--- src/rtl/multicycle_ctrl.sv ---
// Multi-cycle FETCH/DECODE/EXEC/MEM/WB sequencer for a single-ported RV32 datapath.
// Outputs are combinational from state/opcode/flags; memory waits on mem_ready with a bounded timeout.
module multicycle_ctrl #(
    parameter int CNT_W    = 32,
    parameter int MAX_WAIT = 255
) (
    input  logic             clk,
    input  logic             rst,
    input  logic [6:0]       opcode,
    input  logic [2:0]       funct3,
    input  logic             alu_zero,
    input  logic             alu_lt,
    input  logic             mem_ready,
    output logic [2:0]       state,
    output logic             pc_we,
    output logic [1:0]       pc_sel,
    output logic             ir_we,
    output logic             mem_req,
    output logic             mem_we,
    output logic             addr_sel,
    output logic             reg_we,
    output logic [1:0]       wb_sel,
    output logic             alu_src,
    output logic [1:0]       alu_op,
    output logic             trap,
    output logic [CNT_W-1:0] instret
);

    typedef enum logic [2:0] {
        S_IDLE   = 3'd0,
        S_FETCH  = 3'd1,
        S_DECODE = 3'd2,
        S_EXEC   = 3'd3,
        S_MEM    = 3'd4,
        S_WB     = 3'd5,
        S_TRAP   = 3'd7
    } state_t;

    typedef struct packed {
        logic       pc_we;
        logic [1:0] pc_sel;
        logic       ir_we;
        logic       mem_req;
        logic       mem_we;
        logic       addr_sel;
        logic       reg_we;
        logic [1:0] wb_sel;
        logic       alu_src;
        logic [1:0] alu_op;
    } ctrl_t;

    localparam logic [6:0] OP_R     = 7'b0110011;
    localparam logic [6:0] OP_LOAD  = 7'b0000011;
    localparam logic [6:0] OP_IMM   = 7'b0010011;
    localparam logic [6:0] OP_STORE = 7'b0100011;
    localparam logic [6:0] OP_BR    = 7'b1100011;
    localparam logic [6:0] OP_JALR  = 7'b1100111;
    localparam logic [6:0] OP_LUI   = 7'b0110111;
    localparam logic [6:0] OP_JAL   = 7'b1101111;

    localparam int WAIT_W = 16;
    localparam logic [WAIT_W-1:0] WAIT_LAST = WAIT_W'(MAX_WAIT - 1);

    state_t           cur_state;
    state_t           nxt_state;
    logic [WAIT_W-1:0] wait_cnt;
    logic [WAIT_W-1:0] wait_nxt;
    logic             trap_q;
    ctrl_t            ctrl;

    logic is_r, is_load, is_imm, is_store, is_br, is_jalr, is_lui, is_jal;
    logic legal_op;
    logic br_legal;
    logic br_taken;
    logic timeout;
    logic retire;
    logic exec_alu_src;
    logic [1:0] exec_alu_op;

    assign is_r     = (opcode == OP_R);
    assign is_load  = (opcode == OP_LOAD);
    assign is_imm   = (opcode == OP_IMM);
    assign is_store = (opcode == OP_STORE);
    assign is_br    = (opcode == OP_BR);
    assign is_jalr  = (opcode == OP_JALR);
    assign is_lui   = (opcode == OP_LUI);
    assign is_jal   = (opcode == OP_JAL);
    assign legal_op = is_r | is_load | is_imm | is_store | is_br | is_jalr | is_lui | is_jal;

    always_comb begin
        br_legal = 1'b1;
        br_taken = 1'b0;
        case (funct3)
            3'b000:  br_taken = alu_zero;
            3'b001:  br_taken = !alu_zero;
            3'b100:  br_taken = alu_lt;
            3'b101:  br_taken = !alu_lt;
            default: br_legal = 1'b0;
        endcase
    end

    // ALU configuration chosen in EXEC and held through MEM/WB so the result stays stable.
    always_comb begin
        exec_alu_src = 1'b0;
        exec_alu_op  = 2'b00;
        if (is_r) begin
            exec_alu_op = 2'b10;
        end else if (is_imm) begin
            exec_alu_src = 1'b1;
            exec_alu_op  = 2'b11;
        end else if (is_load || is_store || is_jalr) begin
            exec_alu_src = 1'b1;
        end else if (is_br) begin
            exec_alu_op = 2'b01;
        end
    end

    // The MAX_WAIT-th waiting cycle times out only if mem_ready is still low on it.
    assign timeout = !mem_ready && (wait_cnt == WAIT_LAST);

    assign retire = ((cur_state == S_EXEC) && (is_jal || is_jalr || (is_br && br_legal)))
                  || ((cur_state == S_MEM) && mem_ready && is_store)
                  || (cur_state == S_WB);

    always_comb begin
        wait_nxt = '0;
        if (((cur_state == S_FETCH) || (cur_state == S_MEM)) && !mem_ready)
            wait_nxt = wait_cnt + WAIT_W'(1);
    end

    always_ff @(posedge clk) begin
        if (rst) begin
            cur_state <= S_IDLE;
            wait_cnt  <= '0;
            trap_q    <= 1'b0;
            instret   <= '0;
        end else begin
            cur_state <= nxt_state;
            wait_cnt  <= wait_nxt;
            if (nxt_state == S_TRAP)
                trap_q <= 1'b1;
            if (retire)
                instret <= instret + CNT_W'(1);
        end
    end

    always_comb begin
        nxt_state = cur_state;
        case (cur_state)
            S_IDLE:   nxt_state = S_FETCH;
            S_FETCH: begin
                if (mem_ready)    nxt_state = S_DECODE;
                else if (timeout) nxt_state = S_TRAP;
            end
            S_DECODE: nxt_state = legal_op ? S_EXEC : S_TRAP;
            S_EXEC: begin
                if (is_r || is_imm || is_lui)     nxt_state = S_WB;
                else if (is_load || is_store)     nxt_state = S_MEM;
                else if (is_br)                   nxt_state = br_legal ? S_FETCH : S_TRAP;
                else if (is_jal || is_jalr)       nxt_state = S_FETCH;
                else                              nxt_state = S_TRAP;
            end
            S_MEM: begin
                if (mem_ready)    nxt_state = is_store ? S_FETCH : S_WB;
                else if (timeout) nxt_state = S_TRAP;
            end
            S_WB:     nxt_state = S_FETCH;
            S_TRAP:   nxt_state = S_TRAP;
            default:  nxt_state = S_IDLE;
        endcase
    end

    always_comb begin
        ctrl = '0;
        case (cur_state)
            S_FETCH: begin
                ctrl.mem_req = 1'b1;
                ctrl.ir_we   = mem_ready;
            end
            S_EXEC: begin
                ctrl.alu_src = exec_alu_src;
                ctrl.alu_op  = exec_alu_op;
                if (is_br) begin
                    ctrl.pc_we  = br_legal;
                    ctrl.pc_sel = (br_legal && br_taken) ? 2'b01 : 2'b00;
                end else if (is_jal) begin
                    ctrl.reg_we = 1'b1;
                    ctrl.wb_sel = 2'b10;
                    ctrl.pc_we  = 1'b1;
                    ctrl.pc_sel = 2'b01;
                end else if (is_jalr) begin
                    ctrl.reg_we = 1'b1;
                    ctrl.wb_sel = 2'b10;
                    ctrl.pc_we  = 1'b1;
                    ctrl.pc_sel = 2'b10;
                end
            end
            S_MEM: begin
                ctrl.mem_req  = 1'b1;
                ctrl.addr_sel = 1'b1;
                ctrl.mem_we   = is_store;
                ctrl.alu_src  = 1'b1;
                ctrl.pc_we    = is_store && mem_ready;
            end
            S_WB: begin
                ctrl.reg_we  = 1'b1;
                ctrl.wb_sel  = is_load ? 2'b01 : (is_lui ? 2'b11 : 2'b00);
                ctrl.alu_src = exec_alu_src;
                ctrl.alu_op  = exec_alu_op;
                ctrl.pc_we   = 1'b1;
            end
            default: ctrl = '0;
        endcase
    end

    assign state    = cur_state;
    assign pc_we    = ctrl.pc_we;
    assign pc_sel   = ctrl.pc_sel;
    assign ir_we    = ctrl.ir_we;
    assign mem_req  = ctrl.mem_req;
    assign mem_we   = ctrl.mem_we;
    assign addr_sel = ctrl.addr_sel;
    assign reg_we   = ctrl.reg_we;
    assign wb_sel   = ctrl.wb_sel;
    assign alu_src  = ctrl.alu_src;
    assign alu_op   = ctrl.alu_op;
    assign trap     = trap_q;

endmodule

--- config.mk ---
export PLATFORM = sky130hd
export DESIGN_NAME = multicycle_ctrl
export DESIGN_NICKNAME = d
export VERILOG_FILES = /design/src/rtl/multicycle_ctrl.sv
export SDC_FILE = /design/constraint.sdc
export NUM_CORES = 1
export LEC_CHECK = 0
export CAP_MARGIN = 30
export CORE_MARGIN = 8
export CORE_UTILIZATION = 25
export DETAILED_ROUTE_END_ITERATION = 10
export GPL_TIMING_DRIVEN = 0
export PLACE_DENSITY = 0.49
export SYNTH_ARGS = -nofsm -noshare
export SYNTH_HDL_FRONTEND = slang
export SYNTH_SLANG_ARGS = --single-unit
--- constraint.sdc ---
create_clock -name clk -period 2.25 [get_ports clk]
set_input_delay 0.3375 -clock clk [delete_from_list [all_inputs] [get_ports clk]]
set_output_delay 0.3375 -clock clk [all_outputs]
set_load 0.01 [all_outputs]
==> metrics.md <==
| Metric | Value |
|---|---|
| Post-synth EDFFs | 0 |
| Row count | 40 |
| Worst-margin pin slew | 684 ps |
| Required time of the critical path | 1910 ps |
| Clock input transition at the sequential cells of the worst setup and hold paths | 70 ps |
| Total number of yosys warnings | 0 |
| Sequential area share after synthesis | 35.0% |
| Post-route ant nets | 0 |
| Max FO, Critical Path | 5 |
| Total negative setup slack | 0 ps |
| R2r startpoint | instret[6] |
| Root Buffer | clkbuf_16 |
| Drt first pass iters | 4 |
| Power density cells | 478 mW/mm^2 |
| Initial Util | 25.2% |
| Maximum VDD drop | 0.000262 V |
| H-tree Lvls | 2 |
| Clock Tree Buf Depth | 2 |
| Total GRT Usage | 11.0% |
| Cells after DPL | 561 |
| Initial antenna violation count | 0 |
| Clock buffer count from CTS | 5 |
| First-pass GRT wire length | 14400 um |
| DIE WIDTH | 125 um |
| Minimum period implied by the final worst setup slack | 2180 ps |
| Area growth from synthesis to layout | 41.7% |
| Total I/O pin count | 64 |
| N_diodes | 0 |
| P_int | 0.00149 W |
| Register bit total from synthesis | 52 |
| Filler cell count | 1245 |
| Initial DRC Count | 109 |
| Die Span Y | 125 um |
| Post-DP HPWL | 6400 um |
| Pin count of the biggest net entering global routing | 16 |
| DR vias | 2883 |
| IO Port Bufs | 63 |
| Status | finished clean |
| Die area | 0.0156 mm^2 |
| Hold path depth | 2 |
| Cell Area, Synth | 0.00297 mm^2 |
| Final setup skew | 12.8 ps |
| DRC Markers | 0 |
| Crit start category | primary input |
| Avg Inst Size Synth | 8.47 um^2 |
| Clock power share | 38.3% |
| Reg2Reg Depth | 6 |
| Vias per cell | 4.94 |
| GRT overflow | 0 |
| FFs w/ async S/R, synth | 0% |
| Final period utilization | 97.0% |
| Area of the multi-input gates | 0.00192 mm^2 |
| DRT Wirelength | 8680 um |
| Routability Congestion | 0.783 |
| Worst Path Class, Setup | in2out |
| Post-Layout Cell Count | 584 |
| LEAKAGE | 1.39 nW |
| Fmax | 458 MHz |
| Clk_lat worst skew | 300 ps |
| Comb pwr share | 14.3% |
| Worst Hold Launch | instret[24] |
| Synth unique cells | 62 |
| Synth Flop Type | dfxtp_1 |
| CTS tree | yes |
| Syn Inst Count | 351 |
| Number of max-cap violations | 0 |
| Worst setup path start | funct3[1] |
| Final setup fails | 0 |
| RSZ-0062 raised after global routing | yes |
| Final Slew Violations | 0 |
| Critical path arrival | 1840 ps |
| Clock tree sinks | 52 |
| Wire length per cell | 14.9 um |
| Core area | 0.0118 mm^2 |
| Share of cells above drive strength 1 | 17.6% |
| Switching Share | 25.9% |
| Vias in the first global route | 2845 |
| Fin nets | 454 |
| Max-slew headroom | 54.4% |
| Post-synthesis net count | 369 |
| Sequential fraction of design power | 47.4% |
| Hold WC Path Type | reg2reg |
| CP Capture Type | output port |
| Sequential cell area | 0.00105 mm^2 |
| Sw power | 0.000520 W |
| Final Hold Viols | 0 |
==> Yosys cell counts, drive strengths merged, types with 4 or more instances <==
master / number / area [um^2]
nand3: 19 / 95.1
nand4: 17 / 113
buf: 6 / 41.3
and2: 5 / 31.3
inv: 13 / 48.8
or3: 4 / 25.0
and3: 7 / 43.8
xor2: 8 / 70.1
and4: 4 / 36.3
nand2: 22 / 82.6
a211oi: 8 / 60.1
dfxtp: 52 / 1040
nor2: 44 / 165
or4b: 5 / 50.1
o41ai: 6 / 52.6
a21oi: 25 / 125
xnor2: 24 / 210
clkbuf: 12 / 45.0
a2111oi: 7 / 124
o21ai: 6 / 30.0
nor4: 5 / 37.5
nor2b: 6 / 37.5
==> cells in the final DEF, fill, tap and decap left out, types with 7 or more instances in the layout <==
cell type | Yosys | layout
xnor2_1 | 24 | 24
nor2_1 | 44 | 43
nand2_1 | 22 | 22
dlygate4sd2_1 | 0 | 10
clkbuf_1 | 12 | 10
a21oi_1 | 25 | 23
clkdlybuf4s50_1 | 0 | 48
inv_1 | 13 | 12
dfxtp_1 | 52 | 46
nand4_1 | 16 | 16
xor2_1 | 8 | 8
buf_4 | 2 | 14
and3_1 | 7 | 7
nand3_1 | 19 | 18
==> metal layers <==
| metal | GRT usage [%] | routed length, um | vias to the layer above |
|---|---|---|---|
| met5 | 0 | 0 | - |
| met4 | 3.08 | 92 | 0 |
| li1 | - | - | 1453 |
| met2 | 18.9 | 4270 | 37 |
| met3 | 3.23 | 419 | 9 |
| met1 | 13.1 | 3900 | 1384 |
==> cells by family after synthesis <==
kind of cell	count (synthesis)	synth area share (%)
multiplexers	2	0.716
buffers and inverters	31	4.55
adder cells (fa/ha/maj)	3	1.26
AO/OA/AOI/OAI	72	18.6
AND/OR/NAND/NOR	159	30.4
XOR/XNOR	32	9.43
flip-flops	52	35.0
==> registers in the layout, indices dropped and copies added, names as in the netlist <==
register / flops
trap: 1
state: 3
wait_cnt: 16
instret: 32
==> worst max-delay path: stages <==
cell and delay, ps:
clkdlybuf4s50_1 500, o21bai_2 120, a41oi_4 300, buf_6 140, and2_4 170, buf_8 130
inv_6 40, buf_6 110
==> per-stage QoR <==
step / total power (W) / setup WS [ps] / utilization (%) / hold slack [ps] / area [um^2]
floorplan: 0.00110 / 130 / - / 465 / 2970
global placement: 0.00122 / -1060 / 32.1 / 482 / 3790
detailed placement: 0.00122 / -1060 / 32.1 / 492 / 3790
CTS: 0.00201 / -180 / 34.5 / 503 / 4070
global route: 0.00210 / -13.2 / 35.7 / 520 / 4210
finish: 0.00201 / 68.4 / 35.7 / 498 / 4210
==> path summary, 6_finish.rpt <==
| kind | end | slack [ps] |
|---|---|---|
| max | pc_we | 70 |
| min | instret[24] | 500 |
| max reg2reg | instret[18] | 140 |
| min reg2reg | instret[24] | 500 |
==> power by group through the flow <==
stage | logic, W | registers (W) | clock network (W)
after floorplan | 0.000132 | 0.000972 | 0
after global placement | 0.000249 | 0.000973 | 0
after detailed placement | 0.000250 | 0.000973 | 0
after CTS | 0.000263 | 0.000952 | 0.000795
after global routing | 0.000313 | 0.000956 | 0.000831
final | 0.000288 | 0.000953 | 0.000770
==> cell type report <==
| type | instances | area share, % |
|---|---|---|
| sequential | 52 | 24.9 |
| buffer | 18 | 3.21 |
| clock inverter | 1 | 0.208 |
| timing repair buffer | 78 | 17.4 |
| clock buffer | 7 | 3.15 |
| tap | 147 | 4.37 |
| inverter | 13 | 1.28 |
| multi-input combinational | 268 | 45.5 |
==> timing repair <==
| action | 4_1_cts | 5_1_grt |
|---|---|---|
| endpoints found under the setup margin | 37 | 33 |
| hold buffers | 0 | 0 |
| pin swaps | 4 | 6 |
| endpoints found under the hold margin | 0 | 0 |
| gates resized for setup | 49 | 29 |
| buffers inserted | 8 | 7 |
(Power assumes the default switching activity.)
